`src/rtl/mem_port_arbiter_pkg.sv`:
```
// Shared definitions for the core memory-port arbiter: state encodings,
// default bus widths and the starvation counter width.
package mem_port_arbiter_pkg;

    // Defaults track the core PC width and the instruction fetch bus width.
    localparam int unsigned PC_W        = 64;
    localparam int unsigned INSTR_BUS_W = 64;
    localparam int unsigned ADDR_W_DEF  = PC_W;
    localparam int unsigned DATA_W_DEF  = INSTR_BUS_W;

    localparam logic [ADDR_W_DEF-1:0] ADDR_ZERO = '0;

    // Holds STARVE_MAX up to 15.
    localparam int unsigned STARVE_W = 4;

    // Upper bits name the owner (01 = IFU, 10 = LSU); the low bit is the wait phase.
    typedef enum logic [2:0] {
        ST_IDLE    = 3'b000,
        ST_IF_REQ  = 3'b010,
        ST_IF_WAIT = 3'b011,
        ST_LS_REQ  = 3'b100,
        ST_LS_WAIT = 3'b101
    } state_t;

endpackage

```
`src/rtl/mem_port_arbiter_starve_counter.sv`:
```
// Saturating count of consecutive LSU grants taken while a fetch is waiting.
module mem_port_arbiter_starve_counter
    import mem_port_arbiter_pkg::*;
#(
    parameter int unsigned STARVE_MAX = 4
) (
    input  logic                clock,
    input  logic                reset,
    input  logic                inc,
    input  logic                clr,
    output logic [STARVE_W-1:0] cnt,
    output logic                at_max
);

    assign at_max = (cnt == STARVE_W'(STARVE_MAX));

    always_ff @(posedge clock or posedge reset) begin
        if (reset) begin
            cnt <= '0;
        end else if (clr) begin
            cnt <= '0;
        end else if (inc && !at_max) begin
            cnt <= cnt + STARVE_W'(1);
        end
    end

endmodule

```
`src/rtl/mem_port_arbiter.sv`:
```
// Shares the single core memory port between instruction fetch and load/store,
// one outstanding transaction at a time, LSU priority bounded by a starvation limit.
module mem_port_arbiter
    import mem_port_arbiter_pkg::*;
#(
    parameter int unsigned ADDR_W     = ADDR_W_DEF,
    parameter int unsigned DATA_W     = DATA_W_DEF,
    parameter int unsigned STARVE_MAX = 4
) (
    input  logic                clock,
    input  logic                reset,
    input  logic                ifu_req,
    input  logic [ADDR_W-1:0]   ifu_addr,
    input  logic                ifu_flush,
    output logic                ifu_gnt,
    output logic                ifu_rvalid,
    output logic [DATA_W-1:0]   ifu_rdata,
    input  logic                lsu_req,
    input  logic                lsu_we,
    input  logic [ADDR_W-1:0]   lsu_addr,
    input  logic [DATA_W-1:0]   lsu_wdata,
    input  logic [DATA_W/8-1:0] lsu_wmask,
    output logic                lsu_gnt,
    output logic                lsu_rvalid,
    output logic [DATA_W-1:0]   lsu_rdata,
    output logic                mem_req,
    output logic                mem_we,
    output logic [ADDR_W-1:0]   mem_addr,
    output logic [DATA_W-1:0]   mem_wdata,
    output logic [DATA_W/8-1:0] mem_wmask,
    input  logic                mem_ready,
    input  logic                mem_rvalid,
    input  logic [DATA_W-1:0]   mem_rdata
);

    state_t                state;
    state_t                state_nxt;
    logic                  drop;
    logic                  if_ok;
    logic                  lsu_win;
    logic                  ifu_win;
    logic                  starve_at_max;
    logic [STARVE_W-1:0]   starve_cnt;

    assign if_ok   = ifu_req & ~ifu_flush;
    assign lsu_win = (state == ST_IDLE) & lsu_req & ~(if_ok & starve_at_max);
    assign ifu_win = (state == ST_IDLE) & ~lsu_win & if_ok;

    mem_port_arbiter_starve_counter #(
        .STARVE_MAX (STARVE_MAX)
    ) u_starve (
        .clock  (clock),
        .reset  (reset),
        .inc    (lsu_win & if_ok),
        .clr    (ifu_win | ~ifu_req),
        .cnt    (starve_cnt),
        .at_max (starve_at_max)
    );

    always_ff @(posedge clock or posedge reset) begin
        if (reset) begin
            state <= ST_IDLE;
        end else begin
            state <= state_nxt;
        end
    end

    always_comb begin
        state_nxt = state;
        case (state)
            ST_IDLE: begin
                if (lsu_win) begin
                    state_nxt = ST_LS_REQ;
                end else if (ifu_win) begin
                    state_nxt = ST_IF_REQ;
                end
            end
            ST_IF_REQ:  if (mem_ready)  state_nxt = ST_IF_WAIT;
            ST_IF_WAIT: if (mem_rvalid) state_nxt = ST_IDLE;
            ST_LS_REQ:  if (mem_ready)  state_nxt = ST_LS_WAIT;
            ST_LS_WAIT: if (mem_rvalid) state_nxt = ST_IDLE;
            default:    state_nxt = ST_IDLE;
        endcase
    end

    // Grants are masked during reset so every output reads 0 while it is held.
    always_comb begin
        ifu_gnt    = ifu_win & ~reset;
        lsu_gnt    = lsu_win & ~reset;
        mem_req    = (state == ST_IF_REQ) || (state == ST_LS_REQ);
        ifu_rvalid = mem_rvalid & (state == ST_IF_WAIT) & ~drop & ~ifu_flush;
        lsu_rvalid = mem_rvalid & (state == ST_LS_WAIT);
        ifu_rdata  = ifu_rvalid ? mem_rdata : '0;
        lsu_rdata  = lsu_rvalid ? mem_rdata : '0;
    end

    always_ff @(posedge clock or posedge reset) begin
        if (reset) begin
            mem_we    <= 1'b0;
            mem_addr  <= ADDR_W'(ADDR_ZERO);
            mem_wdata <= '0;
            mem_wmask <= '0;
        end else if (lsu_win) begin
            mem_we    <= lsu_we;
            mem_addr  <= lsu_addr;
            mem_wdata <= lsu_wdata;
            mem_wmask <= lsu_wmask;
        end else if (ifu_win) begin
            mem_we    <= 1'b0;
            mem_addr  <= ifu_addr;
            mem_wdata <= '0;
            mem_wmask <= '0;
        end
    end

    // A flushed fetch still finishes on the bus; only its delivery is suppressed.
    always_ff @(posedge clock or posedge reset) begin
        if (reset) begin
            drop <= 1'b0;
        end else if (state_nxt == ST_IDLE) begin
            drop <= 1'b0;
        end else if (ifu_flush && (state == ST_IF_REQ || state == ST_IF_WAIT)) begin
            drop <= 1'b1;
        end
    end

endmodule

```
`config.mk`:
```
export PLATFORM = sky130hd
export DESIGN_NAME = mem_port_arbiter
export DESIGN_NICKNAME = d
export VERILOG_FILES = /design/src/rtl/mem_port_arbiter_pkg.sv /design/src/rtl/mem_port_arbiter_starve_counter.sv /design/src/rtl/mem_port_arbiter.sv
export SDC_FILE = /design/constraint.sdc
export NUM_CORES = 1
export LEC_CHECK = 0
export CAP_MARGIN = 20
export CORE_AREA = 2 2 213 215
export DETAILED_ROUTE_END_ITERATION = 16
export DIE_AREA = 0 0 215 217
export GPL_ROUTABILITY_DRIVEN = 0
export PLACE_DENSITY = 0.43
export SLEW_MARGIN = 20
export SYNTH_ARGS = -nofsm -noshare
export SYNTH_HDL_FRONTEND = slang
export SYNTH_SLANG_ARGS = --single-unit
```
`constraint.sdc`:
```
create_clock -name clock -period 6.05 [get_ports clock]
set_input_delay 1.21 -clock clock [delete_from_list [all_inputs] [get_ports clock]]
set_output_delay 1.21 -clock clock [all_outputs]
set_load 0.03 [all_outputs]
```
==> results <==
- The flow ran to the end, and the final reports show no timing, DRC or antenna violations.
- The delay of the slowest cell on the worst path is about 0.68 ns.
- The first global-routing pass estimated ~52000 µm of wire.
- After filler insertion, the fill cell instance count of the layout stands at roughly 4700.
- The detailed router placed between 6000 and 7000 vias in this run.
- Synthesis produced a netlist with a net count of approximately 860.
- In this run the static leakage power is 5.51 nW.
- The number of buffers inserted during clock tree synthesis is 17.
- STA puts the critical path data required time at 4.84 ns.
- The leading register cell type out of synthesis is sky130_fd_sc_hd__dfrtp_1.
- The category of the worst setup path launch point is a primary input.
- The clock tree root driver cell is sky130_fd_sc_hd__clkbuf_16.
- The TritonCTS clock tree is done.
- In the post-synthesis netlist, the biggest area contributors are sky130_fd_sc_hd__dfrtp_1 54%, sky130_fd_sc_hd__and2_1 12%, sky130_fd_sc_hd__a22o_1 9.5%, sky130_fd_sc_hd__a221o_1 9.4%, sky130_fd_sc_hd__and3_1 6.0%.
- In this run the power density over the cells is between 400 and 500 nW/µm².
- Cells with a size suffix above 1 make up around 4.5% of the layout.
- The die covers 46700 µm².
- Counting flops and latches in the post-synthesis netlist gives 145.
- The largest net degree at the start of global routing is slightly above 80.
- The endpoint with the worst hold slack is mem_wdata[40].
- During placement, the flow inserted port buffers numbering about 540.
- Global routing used 15.3% of the available tracks.
- The origin of the worst min-delay path is mem_wdata[40].
- The mean instance size in the synthesized netlist is roughly 12 µm².
- After clock tree synthesis, the clock-pin slew on the worst setup and hold paths is ~0.060 ns.
- The boundary pin count is 542.
- Yosys mapped a number of flops with a built-in enable equal to 0.
- The upper clock frequency limit is around 210 MHz.
- The latest clock arrival within the worst-skew pair is between 0.4 and 0.5 ns.
- For flop-to-flop paths, the worst setup slack is about 3.1 ns.
- The share of total power dissipated in combinational logic is 55.2%.
- With fillers left out, the area of the finished cells amounts to between 10000 and 15000 µm².
- The count of clock tree sinks is approximately 150.
- For this design the total switching power over the nets is 2.65 mW.
- By instance count, the cell type seen most on the critical path is sky130_fd_sc_hd__clkdlybuf4s50_1.
- The commonest non-fill, non-tap cell in the layout is sky130_fd_sc_hd__clkdlybuf4s50_1.
- sky130_fd_sc_hd__dfrtp_1 takes more of the synthesized area than any other cell.
- The worst pin sits at a relative slew slack of approximately a third.
- Summing all placed instances gives a cell area of approximately 13000 µm².
- The count of endpoints failing hold in the final timing report was 0.
- On the critical path, the stage with the largest delay is an instance of sky130_fd_sc_hd__clkdlybuf4s50_1.
- In this run, the number of DRC markers left after iteration 0 of detailed routing was 415.
- The growth of design area from synthesis to finish is 97.9%.
- The biggest fanout along the worst timing path is 65.
- The floorplan step set the die width to 215 µm.
- Setup repair after global routing left no endpoint under its margin.
- The synthesized instance count is a little under 600.
- The floorplan has 78 rows.
- The clock tree buffer depth is 2.
- The post-route clock period utilization is approximately four fifths.
- After legalization and detailed placement, the total HPWL measured 27100 µm.
- In this run the vertical extent of the chip is 217 µm.
- The via density per instance is between 4 and 5.
- Once the floorplan was initialized, standard cells occupied 15.1% of the core.
- The remaining antenna violation count after routing is 0.
- Clock skew on the completed layout was measured at 0.0112 ns.
- The number of nets in the final layout is approximately 1400.
- The via count of the first global-routing pass is 7330.
- VDD sags by at most between 200 and 250 µV.
- The per-cell routed wire length is between 20 and 25 µm.
- The depth of the worst register-to-register path is 7.
- The setup fix buffers added after clock tree synthesis is 0.
- The path type of the worst setup path is in2out.
- The number of antenna violations at the first check in global routing is 14.
- The first TritonRoute pass finished after 4 iterations.
- The H-tree generated during clock tree synthesis spans 4 levels.
- The fraction of registers with async set/reset is 100%.
- The setup violation total in the final timing report is 0.
- Across the run, the number of max-cap violations was 0.
- The max-slew violation count is 0.
- The cell depth of the worst min-delay path is 1.
- The total number of yosys warnings is 0.
- The share of the synthesized area in the top cell type is between 50% and 60%.
- Once the clock tree was built, the resizer swapped 0 gates to a different size.
- The endpoint identified for the worst register-to-register timing path is mem_addr[38].
- Sequential cells account for 27.1% of the total power.
- The top cell types in the final layout, fill and taps aside, are 541 x sky130_fd_sc_hd__clkdlybuf4s50_1, 145 x sky130_fd_sc_hd__dfrtp_1, 128 x sky130_fd_sc_hd__and2_1, 73 x sky130_fd_sc_hd__a22o_1, 64 x sky130_fd_sc_hd__and3_1.
- The clock share of power is 17.7%.
- The cell area that synthesis handed to floorplanning was 6740 µm².
- Summed over all layers, the global routing overflow is 0.
- The critical path endpoint category is an output port.
- The clock period minus final worst setup slack is between 4 and 5 ns.
- The synthesized netlist contains 37 unique library cells.
- The area of the core region is around 45000 µm².
- Summed over all failing endpoints, the final setup total negative slack is 0 ns.
- For this design, the CTS-stage hold fixing added 0 buffers.
- The reg-to-reg startpoint is u_starve.cnt[0].
- The number of remaining DRC errors is 0.
- The class of the tightest hold or removal check is reg2reg.
- The critical path goes through clkdlybuf4s50_1, nand2_1, nor4b_4, buf_4, and2_1, clkdlybuf4s50_1.
- The internal power of the cells totals 3.58 mW.
- Of the synthesized area, sequential elements account for 53.8%.
- For the pin with the worst max-slew slack, the measured transition is about 0.98 ns.
- The switching power as a share of total power is approximately 43%.
- The routed design has approximately 36000 µm of wire.
- For the worst setup path, the data arrival time is 3.52 ns.
-- synthesized netlist by cell type (all sizes together) (3+ instances only) --
| cell type | number |
|---|---|
| nand2 | 9 |
| dfrtp | 145 |
| a22o | 73 |
| inv | 4 |
| and2 | 128 |
| buf | 27 |
| and3 | 65 |
| clkbuf | 32 |
| nor2b | 3 |
| a221o | 63 |
| nor2 | 7 |
-- through the flow --
stage / hold WS [ns] / power [mW] / worst slack, ns / instances / util, %
2_1_floorplan: 0.522 / 3.63 / 1.16 / 584 / -
3_3_place_gp: 0.488 / 5.17 / 1.32 / 1676 / 28.5
3_5_place_dp: 0.490 / 5.17 / 1.33 / 1676 / 28.5
4_1_cts: 0.509 / 6.33 / 1.31 / 1708 / 29.8
5_1_grt: 0.518 / 6.57 / 1.16 / 1711 / 29.8
6_report: 0.504 / 6.23 / 1.32 / 1715 / 29.8
-- kinds of logic after synthesis --
| group | Yosys count | synth area share, % |
|---|---|---|
| simple gates | 223 | 20.5 |
| compound gates | 150 | 20.6 |
| flops | 145 | 53.8 |
| buf+inv | 63 | 4.62 |
| fa+ha+maj | 2 | 0.371 |
| mux | 1 | 0.149 |
-- state kept, by name, summed over array words and instances (netlist names) --
| signal | count |
|---|---|
| drop | 1 |
| mem_addr | 64 |
| mem_wdata | 64 |
| mem_we | 1 |
| mem_wmask | 8 |
| state | 3 |
| u_starve.cnt | 4 |
-- metal layers --
metal / GRT usage [%] / vias to the layer above / part of all wire [%]
met5: 0 / - / 0.030
met4: 6.30 / 2 / 3.3
met3: 5.48 / 46 / 8.4
met2: 25.9 / 353 / 49
met1: 17.5 / 3346 / 40
li1: - / 3192 / -
-- power by group through the flow --
stage | sequential (mW) | clock (mW) | combinational [mW]
after floorplan | 2.53 | 0 | 1.10
after global placement | 1.69 | 0 | 3.48
after detailed placement | 1.70 | 0 | 3.48
after CTS | 1.69 | 1.15 | 3.49
after global routing | 1.75 | 1.19 | 3.63
final | 1.69 | 1.11 | 3.44
-- critical path: cells and delay by family --
family | cells | cell delay (ns)
buffers and inverters | 3 | 1.62
and+or+nand+nor | 3 | 0.63
-- final cells by class --
cell class / instances / area [µm²] / share of cell area [%]
Timing Repair Buffer: 551 / 5490 / 41.2
Sequential cell: 145 / 3630 / 27.2
Multi-Input combinational cell: 376 / 2830 / 21.3
Tap cell: 600 / 751 / 5.63
Clock buffer: 21 / 470 / 3.53
Clock inverter: 11 / 125 / 0.938
Inverter: 4 / 18.8 / 0.141
Antenna cell: 7 / 17.5 / 0.131
-- worst max-delay path by stage --
stage                from  cells past startpoint       endpoint
2_1_floorplan       reset                      3        ifu_gnt
3_3_place_gp   mem_rvalid                      6  ifu_rdata[36]
3_5_place_dp   mem_rvalid                      6  ifu_rdata[36]
4_1_cts        mem_rvalid                      6  ifu_rdata[33]
5_1_grt        mem_rvalid                      6  ifu_rdata[16]
6_report       mem_rvalid                      6  ifu_rdata[33]
No activity file was read; power rests on OpenSTA's default activity.
